**src/rtl/reg_write_arbiter_pkg.sv**
```systemverilog
// Shared constants and grant encoding for the register-file write arbiter.
// Imported by reg_write_slot and reg_write_arbiter.
package reg_write_arbiter_pkg;

    localparam logic [4:0]  REG_ADDR_ZERO = 5'b00000;
    localparam logic [31:0] WORD_ZERO     = 32'h0000_0000;

    typedef enum logic {
        GRANT_A = 1'b0,
        GRANT_B = 1'b1
    } grant_e;

endpackage

```
**src/rtl/reg_write_slot.sv**
```systemverilog
// One-entry holding register for a writeback requester.
// Writes to register 0 are accepted but never become valid.
module reg_write_slot
    import reg_write_arbiter_pkg::*;
#(
    parameter int DATA_W = 32,
    parameter int ADDR_W = 5
) (
    input  logic              clk,
    input  logic              rst_n,
    input  logic              acc,
    input  logic              clr,
    input  logic [ADDR_W-1:0] in_reg,
    input  logic [DATA_W-1:0] in_data,
    output logic              slot_v,
    output logic [ADDR_W-1:0] slot_reg,
    output logic [DATA_W-1:0] slot_data
);

    logic              v_q, v_d;
    logic [ADDR_W-1:0] reg_q, reg_d;
    logic [DATA_W-1:0] data_q, data_d;

    // A same-edge accept wins over the clear so a lone requester streams.
    always_comb begin
        v_d    = v_q;
        reg_d  = reg_q;
        data_d = data_q;
        if (acc) begin
            reg_d  = in_reg;
            data_d = in_data;
            v_d    = (in_reg != ADDR_W'(REG_ADDR_ZERO));
        end else if (clr) begin
            v_d = 1'b0;
        end
    end

    // Slot state register.
    always_ff @(posedge clk or negedge rst_n) begin
        if (!rst_n) begin
            v_q    <= 1'b0;
            reg_q  <= ADDR_W'(REG_ADDR_ZERO);
            data_q <= DATA_W'(WORD_ZERO);
        end else begin
            v_q    <= v_d;
            reg_q  <= reg_d;
            data_q <= data_d;
        end
    end

    assign slot_v    = v_q;
    assign slot_reg  = reg_q;
    assign slot_data = data_q;

endmodule

```
**src/rtl/reg_write_arbiter.sv**
```systemverilog
// Round-robin arbiter sharing the register-file write port between ALU (A)
// and load (B) writeback. Optional forwarding ports under REGWR_FWD_EN.
module reg_write_arbiter
    import reg_write_arbiter_pkg::*;
#(
    parameter int DATA_W = 32,
    parameter int ADDR_W = 5,
    parameter int CNT_W  = 16
) (
    input  logic              clk,
    input  logic              rst_n,
    input  logic              a_valid,
    output logic              a_ready,
    input  logic [ADDR_W-1:0] a_reg,
    input  logic [DATA_W-1:0] a_data,
    input  logic              b_valid,
    output logic              b_ready,
    input  logic [ADDR_W-1:0] b_reg,
    input  logic [DATA_W-1:0] b_data,
    output logic [ADDR_W-1:0] write_reg,
    output logic [DATA_W-1:0] write_data,
    output logic              reg_write,
    output logic              busy,
    output logic [CNT_W-1:0]  stall_cnt
`ifdef REGWR_FWD_EN
    ,
    input  logic [ADDR_W-1:0] fwd_reg1,
    input  logic [ADDR_W-1:0] fwd_reg2,
    output logic              fwd_hit1,
    output logic              fwd_hit2,
    output logic [DATA_W-1:0] fwd_data1,
    output logic [DATA_W-1:0] fwd_data2
`endif
);

    logic              hold_a_v, hold_b_v;
    logic [ADDR_W-1:0] hold_a_reg, hold_b_reg;
    logic [DATA_W-1:0] hold_a_data, hold_b_data;
    logic              grant_a, grant_b;
    logic              acc_a, acc_b;

    grant_e            last_grant_q, last_grant_d;
    logic [ADDR_W-1:0] write_reg_q, write_reg_d;
    logic [DATA_W-1:0] write_data_q, write_data_d;
    logic              reg_write_q, reg_write_d;
    logic [CNT_W-1:0]  stall_cnt_q, stall_cnt_d;

    reg_write_slot #(.DATA_W(DATA_W), .ADDR_W(ADDR_W)) u_slot_a (
        .clk       (clk),
        .rst_n     (rst_n),
        .acc       (acc_a),
        .clr       (grant_a),
        .in_reg    (a_reg),
        .in_data   (a_data),
        .slot_v    (hold_a_v),
        .slot_reg  (hold_a_reg),
        .slot_data (hold_a_data)
    );

    reg_write_slot #(.DATA_W(DATA_W), .ADDR_W(ADDR_W)) u_slot_b (
        .clk       (clk),
        .rst_n     (rst_n),
        .acc       (acc_b),
        .clr       (grant_b),
        .in_reg    (b_reg),
        .in_data   (b_data),
        .slot_v    (hold_b_v),
        .slot_reg  (hold_b_reg),
        .slot_data (hold_b_data)
    );

    // Grant from slot state only; on a tie the side not granted last wins.
    always_comb begin
        grant_a = hold_a_v && (!hold_b_v || last_grant_q == GRANT_B);
        grant_b = hold_b_v && (!hold_a_v || last_grant_q == GRANT_A);
    end

    assign a_ready = !hold_a_v || grant_a;
    assign b_ready = !hold_b_v || grant_b;
    assign acc_a   = a_valid && a_ready;
    assign acc_b   = b_valid && b_ready;
    assign busy    = hold_a_v || hold_b_v;

    // Next output-stage contents, round-robin pointer and stall count.
    always_comb begin
        logic [1:0]     stall_inc;
        logic [CNT_W:0] stall_sum;
        write_reg_d  = write_reg_q;
        write_data_d = write_data_q;
        reg_write_d  = grant_a || grant_b;
        last_grant_d = last_grant_q;
        if (grant_a) begin
            write_reg_d  = hold_a_reg;
            write_data_d = hold_a_data;
            last_grant_d = GRANT_A;
        end else if (grant_b) begin
            write_reg_d  = hold_b_reg;
            write_data_d = hold_b_data;
            last_grant_d = GRANT_B;
        end
        stall_inc = {1'b0, a_valid && !a_ready}
                  + {1'b0, b_valid && !b_ready};
        stall_sum = {1'b0, stall_cnt_q} + (CNT_W+1)'(stall_inc);
        if (stall_sum[CNT_W]) begin
            stall_cnt_d = '1;
        end else begin
            stall_cnt_d = stall_sum[CNT_W-1:0];
        end
    end

    // Output stage and arbiter state registers.
    always_ff @(posedge clk or negedge rst_n) begin
        if (!rst_n) begin
            last_grant_q <= GRANT_B;
            write_reg_q  <= ADDR_W'(REG_ADDR_ZERO);
            write_data_q <= DATA_W'(WORD_ZERO);
            reg_write_q  <= 1'b0;
            stall_cnt_q  <= '0;
        end else begin
            last_grant_q <= last_grant_d;
            write_reg_q  <= write_reg_d;
            write_data_q <= write_data_d;
            reg_write_q  <= reg_write_d;
            stall_cnt_q  <= stall_cnt_d;
        end
    end

    assign write_reg  = write_reg_q;
    assign write_data = write_data_q;
    assign reg_write  = reg_write_q;
    assign stall_cnt  = stall_cnt_q;

`ifdef REGWR_FWD_EN
    // Newest copy first: waiting slot, then granted slot, then output stage.
    function automatic logic [DATA_W:0] fwd_lookup(
        input logic [ADDR_W-1:0] r
    );
        logic ng_a, ng_b;
        ng_a = hold_a_v && !grant_a;
        ng_b = hold_b_v && !grant_b;
        fwd_lookup = '0;
        if (r == ADDR_W'(REG_ADDR_ZERO)) begin
            fwd_lookup = '0;
        end else if (ng_a && hold_a_reg == r) begin
            fwd_lookup = {1'b1, hold_a_data};
        end else if (ng_b && hold_b_reg == r) begin
            fwd_lookup = {1'b1, hold_b_data};
        end else if (grant_a && hold_a_reg == r) begin
            fwd_lookup = {1'b1, hold_a_data};
        end else if (grant_b && hold_b_reg == r) begin
            fwd_lookup = {1'b1, hold_b_data};
        end else if (reg_write_q && write_reg_q == r) begin
            fwd_lookup = {1'b1, write_data_q};
        end
    endfunction

    // Two independent combinational forwarding lookups.
    always_comb begin
        {fwd_hit1, fwd_data1} = fwd_lookup(fwd_reg1);
        {fwd_hit2, fwd_data2} = fwd_lookup(fwd_reg2);
    end
`endif

endmodule

```
**config.mk**
```make
export PLATFORM = sky130hd
export DESIGN_NAME = reg_write_arbiter
export DESIGN_NICKNAME = d
export VERILOG_FILES = /design/src/rtl/reg_write_arbiter_pkg.sv /design/src/rtl/reg_write_slot.sv /design/src/rtl/reg_write_arbiter.sv
export SDC_FILE = /design/constraint.sdc
export NUM_CORES = 1
export LEC_CHECK = 0
export BUFFER_PORTS_ARGS = -buffer_cell sky130_fd_sc_hd__clkbuf_2
export CAP_MARGIN = 0
export CORE_MARGIN = 10
export CORE_UTILIZATION = 30
export DETAILED_ROUTE_END_ITERATION = 16
export GPL_TIMING_DRIVEN = 0
export PLACE_DENSITY = 0.51
export SYNTH_ARGS = -nofsm -noshare
export SYNTH_HDL_FRONTEND = slang
export SYNTH_SLANG_ARGS = --single-unit
```
**constraint.sdc**
```tcl
create_clock -name clk -period 3.2 [get_ports clk]
set_clock_uncertainty 0.2 [all_clocks]
set_input_delay 0.64 -clock clk [delete_from_list [all_inputs] [get_ports clk]]
set_output_delay 0.64 -clock clk [all_outputs]
set_load 0.1 [all_outputs]
```
-- After elaboration in Yosys (flattened, before gate mapping)
Cells that the tools add are included.
- bits in registers: 131
- input bits: 78
- output and inout bits: 57
- word-level logic and storage cells: 46
- add/subtract/negate cells: 2
- mux-type cells: 11
- bitwise logic cells: 1
- reduce and logical (&&, ||, !) cells: 21
- operator list (kind ; count):
    32-bit 2-to-1 mux ; 2
    16-bit by 2-bit adder with 17-bit output ; 1
    16-bit 2-to-1 mux ; 1
    5-bit 2-to-1 mux ; 2
    5-bit nonzero test ; 2
    1-bit logical AND ; 6
    1-bit logical OR ; 6
    1-bit 2-to-1 mux ; 6
    2-bit nonzero test ; 3
    1-bit logical NOT ; 4
    1-bit by 1-bit adder with 2-bit output ; 1
    1-bit NOT ; 1

-- Logic depth before layout (Yosys ltp)
Gate-level depths: netlist (run 1).
- depth in word-level cells: 9
- depth in mapped cells: 9
- depth with buffers taken out: 7

-- By module
Synthesis (run 1) repeated with hierarchy kept, for this count alone.
- cells, all modules: 470
- area, all modules: 5950.7 um2
- modules (own cells, without submodules) (module ; instances ; cells each ; area an instance (um2) ; sequential area each (um2)):
    reg_write_arbiter ; 1 ; 304 ; 3017.9 ; 1377.6
    reg_write_slot ; 2 ; 83 ; 1466.4 ; 950.9

-- Worst setup path before layout (run 1)
No wires, ideal clock.
- path kind: register -> register
- start: reg last_grant_q
- end: reg stall_cnt_q[12], in the netlist stall_cnt[12]
- setup time: 128 ps
- data arrival time: 3038 ps
- data required time: 2872 ps
- setup slack: -167 ps
- stages on the path, launching flop included: 9
- path buffers: 1
- clock period less this slack: 3367 ps
- path through: dfstp_2 nand3_1 nor2_1 fa_1 ha_1 nand3_1 clkbuf_1 nor3_1 mux2_1
- word-level cells in the longest chain between the ends: 9
- elaborated cells between the ends (all ways): 14
- classes of those cells: add/sub: 2; mux: 1; bitwise: 1; reduce/logical: 10
- RTL lines (element ; RTL line ; text):
    start, declared ; reg_write_arbiter.sv:42 ; grant_e last_grant_q, last_grant_d;
    start signal, assigned ; reg_write_arbiter.sv:120 ; last_grant_q <= last_grant_d;
    1-bit NOT ; reg_write_arbiter.sv:75 ; grant_b = hold_b_v && (!hold_a_v || last_grant_q == GRANT_A);
    1-bit logical OR ; reg_write_arbiter.sv:75 ;
    1-bit logical AND ; reg_write_arbiter.sv:75 ;
    1-bit logical OR ; reg_write_arbiter.sv:79 ; assign b_ready = !hold_b_v || grant_b;
    net b_ready ; reg_write_arbiter.sv:17 ; output logic b_ready,
    1-bit logical NOT ; reg_write_arbiter.sv:102 ; + {1'b0, b_valid && !b_ready};
    1-bit logical AND ; reg_write_arbiter.sv:102 ;
    1-bit by 1-bit adder with 2-bit output ; reg_write_arbiter.sv:102 ;
    16-bit by 2-bit adder with 17-bit output ; reg_write_arbiter.sv:103 ; stall_sum = {1'b0, stall_cnt_q} + (CNT_W+1)'(stall_inc);
    16-bit 2-to-1 mux ; reg_write_arbiter.sv:104 ; if (stall_sum[CNT_W]) begin
    net stall_cnt_d[12] ; reg_write_arbiter.sv:46 ; logic [CNT_W-1:0] stall_cnt_q, stall_cnt_d;
    end signal, assigned ; reg_write_arbiter.sv:124 ; stall_cnt_q <= stall_cnt_d;
    end, declared ; reg_write_arbiter.sv:46 ;
The timed path passes the listed nets, and every way through them passes these cells.
A chain may end at the register's enable or synchronous reset.

-- Worst setup path after layout (run 1)
- start: reg u_slot_a.v_q, in the netlist u_slot_a.slot_v
- end: out busy
- word-level cells in the longest chain between the ends: 1
- RTL lines (element ; RTL line ; text):
    start, declared ; reg_write_slot.sv:20 ; logic v_q, v_d;
    start signal, assigned ; reg_write_slot.sv:45 ; v_q <= v_d;
    1-bit logical OR ; reg_write_arbiter.sv:82 ; assign busy = hold_a_v || hold_b_v;
    end, declared ; reg_write_arbiter.sv:23 ; output logic busy,
No other way between the ends.

==> out/metrics.cfg, run 1 <==
[timing]
slew_viol_final = 0
min_period_ns = 2.86
setup_violations = 0
tns_ns = 0
max_slew.worst_pin.slew_ns = 0.920
finalCritPeriodShare = 0.894
slew_headroom = 0.385
hold_viol = 0
rsz0062_at_grt = no
layout_setup_ws_ns = 0.339
fmax_mhz = 349

[finish]
antenna_cells = 0
area_growth_pct = 30.1
fillers = 1746
drive_gt1_frac = 0.316
fin_cells = 814
seqCellArea_um2 = 3280
finalInstanceArea_um2 = 6960
fin_nets = 656
multiInputGateArea_um2 = 1970

[die]
die_height_um = 154
num_io_pins = 135
rows = 48
start_util = 0.307
die-area_um2 = 23600
die_x_um = 154
core_area_um2 = 17400

[clock_tree]
cts_tree = yes
cts-buffers-inserted = 17
ctsHtreeMaxLevel = 4
clk_pin_slew_ns = 0.06
clk_latency_ns = 0.42
clockBufferDepth = 2
root_buffer = clkbuf_16
cts.sinks = 131

[pwr]
switching_power_w = 0.00385
intPower_w = 0.00398
power.leakage_nw = 3.30
p_clk_frac = 0.240
comb_power_share = 0.438
design_power_total_w = 0.00783
swShare = 0.492
ir_drop_mv = 0.651
pwr-share-seq = 0.323
powerDensity_nw_per_um2 = 1120

[grt]
overflow = 0
grt_max_degree = 78
first_global_vias = 4224
antenna_found_initial = 0
track_usage = 0.128
grt_pass1_wl_mm = 23.8

[hold_path]
worstHoldStart = b_data[0]
hold_path.class = in -> reg
min_to = u_slot_b.slot_data[0]$_DFFE_PN0P_
holdPathStages = 2

[critical_path]
crit_fanout = 19
rr_startpoint = last_grant_q$_DFFE_PN1P_
worst-setup-path-type = reg -> out
cp-end-kind = output port
reg2reg_depth = 6
path_cells = buf_2 -> nor2_1 -> clkbuf_2 -> inv_1 -> clkbuf_2
rr_endpoint = stall_cnt[15]$_DFF_PN0_
crit_arrival_ns = 2.02
max_stage_delay_ns = 0.44
cp_slowest_cell = clkbuf_2
rrSetupSlack_ns = 0.66
crit_top_cell = clkbuf_2
cp-start-kind = flop
critPathRequiredTime_ns = 2.36

[drt]
drt-total-wl_mm = 14.7
drtIter0Drc = 177
via_count = 3905
antenna_left = 0
vias_per_cell = 4.80
dr.pass1.iters = 4
drc = 0
wire_per_inst_um = 18.0

[placed_design]
placed_cells = 782
dpl_worst_slack_ns = 0.236
gp_congestion = 0.785
place_area_um2 = 6380
dp_hpwl_mm = 10.6
port-buffer-count = 134

[yosys]
ys_warn_count = 0
synth_area_um2 = 5350
syn_area_per_cell_um2 = 12.7
async_flop_share = 1.00
yosysUniqueCellTypes = 37
ys_seq_elements = 131
synth.area.top_cells = dfrtp_1 61%, mux2_1 16%, a32oi_1 6.1%, nand2_1 5.8%, clkbuf_1 1.2%
synth.largest_area_cell = dfrtp_1
synth_top_area_share = 0.608
synth_edf_count = 0
netlist_instances = 422
ys_seq_area_frac = 0.613
synth-main-ff-cell = dfrtp_1
syn_nets = 502

[status]
outcome = completed

[run]
maxCapViolations = 0

==> power by group through the flow <==
stage / logic, W / clock network (W) / registers, W
after global routing: 0.00363 / 0.00202 / 0.00261
final: 0.00343 / 0.00188 / 0.00253
after CTS: 0.00348 / 0.00192 / 0.00253
after detailed placement: 0.00348 / 0 / 0.00256
after global placement: 0.00345 / 0 / 0.00255
after floorplan: 0.000789 / 0 / 0.00448
==> metrics by stage <==
stage | util | hold WS (ns)
after detailed placement | 0.367 | 0.256
after global placement | 0.365 | 0.252
after global routing | 0.400 | 0.215
final | 0.400 | 0.232
after floorplan | - | 0.144
after CTS | 0.400 | 0.217
==> kinds of logic (layout without fill, tap and decap cells) <==
family                     after synthesis  in the layout  synth area share
and+or+nand+nor                        125            125             0.110
DFF                                    131            131             0.613
muxes                                   75             75             0.158
adders and majority gates                2              2           0.00608
AOI/OAI and AO/OA                       56             56            0.0844
xor gates and xnor gates                 2              2           0.00327
buffers and inverters                   31            198            0.0250
==> synthesized netlist by cell type, types with 2 or more instances <==
master	instances
dfrtp_1	130
nand2_1	83
mux2_1	75
a32oi_1	37
clkbuf_1	17
nand3_1	10
or4_1	8
inv_1	6
buf_2	5
nor2_1	5
nand2b_1	4
o21ai_0	4
o21ai_1	4
buf_4	3
o31ai_1	3
a211o_1	2
nand4_2	2
nor3_1	2
nor4_1	2
or3_1	2
xnor2_1	2
==> final cells by class <==
| cell class | instances | share of cell area |
|---|---|---|
| Buffer | 24 | 0.0171 |
| Clock buffer | 21 | 0.0661 |
| Clock inverter | 11 | 0.0158 |
| Inverter | 6 | 0.00323 |
| Multi-Input combinational cell | 260 | 0.283 |
| Sequential cell | 131 | 0.471 |
| Tap cell | 225 | 0.0404 |
| Timing Repair Buffer | 136 | 0.103 |
==> worst max-delay path by stage <==
stage | startpoint | endpoint | slack, ns | cells past startpoint
finish | u_slot_a.slot_v$_DFFE_PN0P_ | busy | 0.34 | 5
global route | u_slot_a.slot_v$_DFFE_PN0P_ | busy | 0.23 | 5
CTS | u_slot_a.slot_v$_DFFE_PN0P_ | busy | 0.01 | 6
detailed placement | u_slot_a.slot_v$_DFFE_PN0P_ | busy | 0.24 | 6
global placement | rst_n | stall_cnt[13]$_DFF_PN0_ | -0.83 | 1
floorplan | u_slot_a.slot_v$_DFFE_PN0P_ | stall_cnt[15]$_DFF_PN0_ | 0.01 | 7
==> layer usage <==
layer  vias to the layer above  part of all wire  track usage  wire (um)
met5                         -                 0            0          0
met4                         0             0.016       0.0495        238
met3                        16             0.052       0.0413        758
met2                       100              0.48        0.201       7010
met1                      1942              0.45        0.160       6670
li1                       1847                 -            -          -
==> critical path: cells and delay by family (launching register included) <==
kind	cells	cell delay [ns]
and+or+nand+nor	1	0.14
buffers and inverters	4	1.09
DFF	1	0.35
==> placed cells by master (no fill, tap or decap), types with 2 or more instances in the layout <==
| cell type | instances |
|---|---|
| a211o_1 | 2 |
| a32oi_1 | 37 |
| buf_2 | 5 |
| buf_4 | 3 |
| bufinv_16 | 2 |
| clkbuf_1 | 16 |
| clkbuf_16 | 17 |
| clkbuf_2 | 134 |
| clkbuf_8 | 4 |
| clkinv_2 | 7 |
| clkinvlp_4 | 2 |
| dfrtp_1 | 130 |
| inv_1 | 6 |
| mux2_1 | 75 |
| nand2_1 | 83 |
| nand2b_1 | 4 |
| nand3_1 | 8 |
| nand3_2 | 2 |
| nand4_2 | 2 |
| nor2_1 | 4 |
| nor4_1 | 2 |
| o21ai_0 | 4 |
| o21ai_1 | 4 |
| o31ai_1 | 3 |
| or3_1 | 2 |
| or4_1 | 7 |
| xnor2_1 | 2 |
==> timing repair <==
action | CTS | global route
endpoints found under the setup margin | 1 | 1
hold buffers | 1 | 0
endpoints found under the hold margin | 21 | 0
gates resized for setup | 1 | 0
buffers inserted | 0 | 0
gates cloned | 0 | 0
Power figures use the tool's default switching activity.
==> inputs of run 2 (changes only) <==
--- a/config.mk
+++ b/config.mk
@@ -7,11 +7,13 @@
 export LEC_CHECK = 0
 export BUFFER_PORTS_ARGS = -buffer_cell sky130_fd_sc_hd__clkbuf_2
 export CAP_MARGIN = 0
+export CELL_PAD_IN_SITES_DETAIL_PLACEMENT = 0
+export CELL_PAD_IN_SITES_GLOBAL_PLACEMENT = 1
 export CORE_MARGIN = 10
 export CORE_UTILIZATION = 30
 export DETAILED_ROUTE_END_ITERATION = 16
 export GPL_TIMING_DRIVEN = 0
-export PLACE_DENSITY = 0.51
+export PLACE_DENSITY = 0.61
 export SYNTH_ARGS = -nofsm -noshare
 export SYNTH_HDL_FRONTEND = slang
 export SYNTH_SLANG_ARGS = --single-unit
==> run 2 against run 1 <==
Compared with the run above:
- combinational power barely moved
- worst hold slack improved by 0.0076 ns
- design area rose by 1.9%
- critical path depth did not move
- total power rose by 5.3%
- core utilization rose by 0.77 points
- clock-buffer cell count fell by 2
- clock power rose by 22%
- sequential share of layout area fell by 0.89 points
- flip-flop and latch count did not move
- die area did not move
- largest cell class unchanged
- largest power group unchanged
==> out/metrics.cfg, run 2 (synthesis results as in run 1) <==
[status]
outcome = completed  ; unchanged

[timing]
tns_ns = 0  ; unchanged
max_slew.worst_pin.slew_ns = 0.934  ; was 0.920 ns
finalCritPeriodShare = 0.875  ; was 0.894
hold_viol = 0  ; unchanged
slew_viol_final = 0  ; unchanged
setup_violations = 0  ; unchanged
fmax_mhz = 357  ; was 349 MHz
layout_setup_ws_ns = 0.401  ; was 0.339 ns
min_period_ns = 2.80  ; was 2.86 ns
slew_headroom = 0.376  ; was 0.385
rsz0062_at_grt = no  ; unchanged

[grt]
track_usage = 0.127  ; was 0.128
use_met2 = 0.208  ; was 0.201
grt_use_met3 = 0.0413  ; unchanged
grt_max_degree = 78  ; unchanged
top_usage_layer = met2  ; unchanged
first_global_vias = 4261  ; was 4,224
grt_pass1_wl_mm = 23.9  ; was 23.8 mm
antenna_found_initial = 0  ; unchanged
use_met1 = 0.155  ; was 0.160
overflow = 0  ; unchanged

[critical_path]
path_cells = buf_2 -> nor2_1 -> clkbuf_2 -> inv_1 -> clkbuf_2  ; unchanged
crit_top_cell = clkbuf_2  ; unchanged
crit_arrival_ns = 1.96  ; was 2.02 ns
crit_buf_inv = 4  ; unchanged
max_stage_delay_ns = 0.41  ; was 0.44 ns
worst-setup-path-type = reg -> out  ; unchanged
cp_slowest_cell = clkbuf_2  ; unchanged
crit_fanout = 19  ; unchanged
crit_family = buffers and inverters  ; unchanged
cp-start-kind = flop  ; unchanged
cp-end-kind = output port  ; unchanged
critPathRequiredTime_ns = 2.36  ; about the same

[die]
die_x_um = 154  ; unchanged
die_height_um = 154  ; unchanged
num_io_pins = 135  ; unchanged
core_area_um2 = 17400  ; unchanged
rows = 48  ; unchanged
start_util = 0.307  ; unchanged
die-area_um2 = 23600  ; unchanged

[pwr]
swShare = 0.468  ; was 0.492
switching_power_w = 0.00386  ; was 0.00385 W
p_clk_frac = 0.278  ; was 0.240
comb_power_share = 0.416  ; was 0.438
design_power_total_w = 0.00825  ; was 0.00783 W
ir_drop_mv = 0.781  ; was 0.651 mV
powerDensity_nw_per_um2 = 1160  ; was 1120 nW/um2
pwr-share-seq = 0.306  ; was 0.323
power.leakage_nw = 3.35  ; was 3.30 nW
intPower_w = 0.00439  ; was 0.00398 W

[finish]
finalInstanceArea_um2 = 7100  ; was 6960 um2
drive_gt1_frac = 0.318  ; was 0.316
fin_cells = 813  ; was 814
seqCellArea_um2 = 3280  ; unchanged
antenna_cells = 0  ; unchanged
fillers = 1736  ; was 1,746
final_cell_mix = 134 x clkbuf_2, 130 x dfrtp_1, 83 x nand2_1  ; unchanged
mostFrequentLayoutCell = clkbuf_2  ; unchanged
multiInputGateArea_um2 = 1970  ; unchanged
area_growth_pct = 32.6  ; was 30.1%
fin_nets = 656  ; unchanged

[clock_tree]
clockBufferDepth = 2  ; unchanged
clk_pin_slew_ns = 0.06  ; about the same
cts_tree = yes  ; unchanged
root_buffer = clkbuf_16  ; unchanged
ctsHtreeMaxLevel = 4  ; unchanged
clk_latency_ns = 0.41  ; was 0.42 ns
cts-buffers-inserted = 17  ; unchanged
post_cts_buffers = 0  ; unchanged
cts.sinks = 131  ; unchanged

[placed_design]
place_area_um2 = 6380  ; unchanged
dp_hpwl_mm = 10.6  ; about the same
port-buffer-count = 134  ; unchanged
dpl_worst_slack_ns = 0.332  ; was 0.236 ns
placed_cells = 782  ; unchanged
gp_congestion = 0.772  ; was 0.785

[drt]
wire_per_inst_um = 17.9  ; was 18.0 um
dr.pass1.iters = 4  ; unchanged
drc = 0  ; unchanged
via_count = 3883  ; was 3,905
drt-total-wl_mm = 14.5  ; was 14.7 mm
drtIter0Drc = 162  ; was 177
antenna_left = 0  ; unchanged
vias_per_cell = 4.78  ; was 4.80

[hold_path]
hold_path.class = in -> reg  ; unchanged

[run]
maxCapViolations = 0  ; unchanged

-- run 2: cell types whose count changed in the layout (fill, tap and decap cells not counted), sizes merged --
| cell | previous run | this run |
|---|---|---|
| bufinv | 2 | 7 |
| inv | 6 | 7 |
| clkinv | 7 | 2 |
| clkbuf | 171 | 169 |
-- run 2: layout make-up --
type	count	share of cell area
inverters	6	0.00317
repair buffers	136	0.101
well taps	225	0.0397
clock buffers	19	0.0638
multi-input cells	260	0.278
flip-flops and latches	131	0.462
plain buffers	24	0.0167
clock inverters	12	0.0354
-- run 2: worst register-to-register path, delay by kind of cell, from the launching register on --
kind	cells	cell delay, ns
AND/OR/NAND/NOR	4	1.13
flip-flops	1	0.57
AO/OA/AOI/OAI	1	0.31
adder cells (fa/ha/maj)	1	0.28
-- run 2: power by group through the flow --
stage          clock [W]  sequential (W)  combinational [W]
2_1_floorplan          0         0.00448           0.000789
3_3_place_gp           0         0.00254            0.00345
3_5_place_dp           0         0.00255            0.00348
4_1_cts          0.00236         0.00253            0.00349
5_1_grt          0.00242         0.00260            0.00363
6_report         0.00229         0.00253            0.00343
-- run 2: what timing repair did --
item	4_1_cts	5_1_grt
setup endpoints to repair	1	1
hold endpoints to repair	14	0
pin swaps	0	0
hold buffers	1	0
cloned	0	0
gates resized for setup	1	0
-- run 2: final timing paths --
path,from,slack [ns],end,cells past startpoint
hold reg to reg,u_slot_b.slot_data[23]$_DFFE_PN0P_,0.26,write_data[23]$_DFFE_PN0P_,2
setup / recovery,u_slot_a.slot_v$_DFFE_PN0P_,0.40,busy,5
hold / removal,b_data[2],0.24,u_slot_b.slot_data[2]$_DFFE_PN0P_,2
max in group asynchronous,rst_n,1.49,last_grant_q$_DFFE_PN1P_,3
setup reg to reg,last_grant_q$_DFFE_PN1P_,0.61,stall_cnt[15]$_DFF_PN0_,6
min in group asynchronous,rst_n,0.55,write_data[14]$_DFFE_PN0P_,2
-- run 2: routing by layer --
| layer | wire (um) | vias to the layer above |
|---|---|---|
| met2 | 7220 | 84 |
| met4 | 144 | 0 |
| met3 | 759 | 10 |
| met5 | 0 | - |
| met1 | 6420 | 1941 |
| li1 | - | 1848 |
-- run 2: per-stage QoR --
step	util	hold WS, ns
2_1_floorplan	-	0.144
3_3_place_gp	0.365	0.251
3_5_place_dp	0.367	0.256
4_1_cts	0.408	0.215
5_1_grt	0.407	0.216
6_report	0.407	0.239
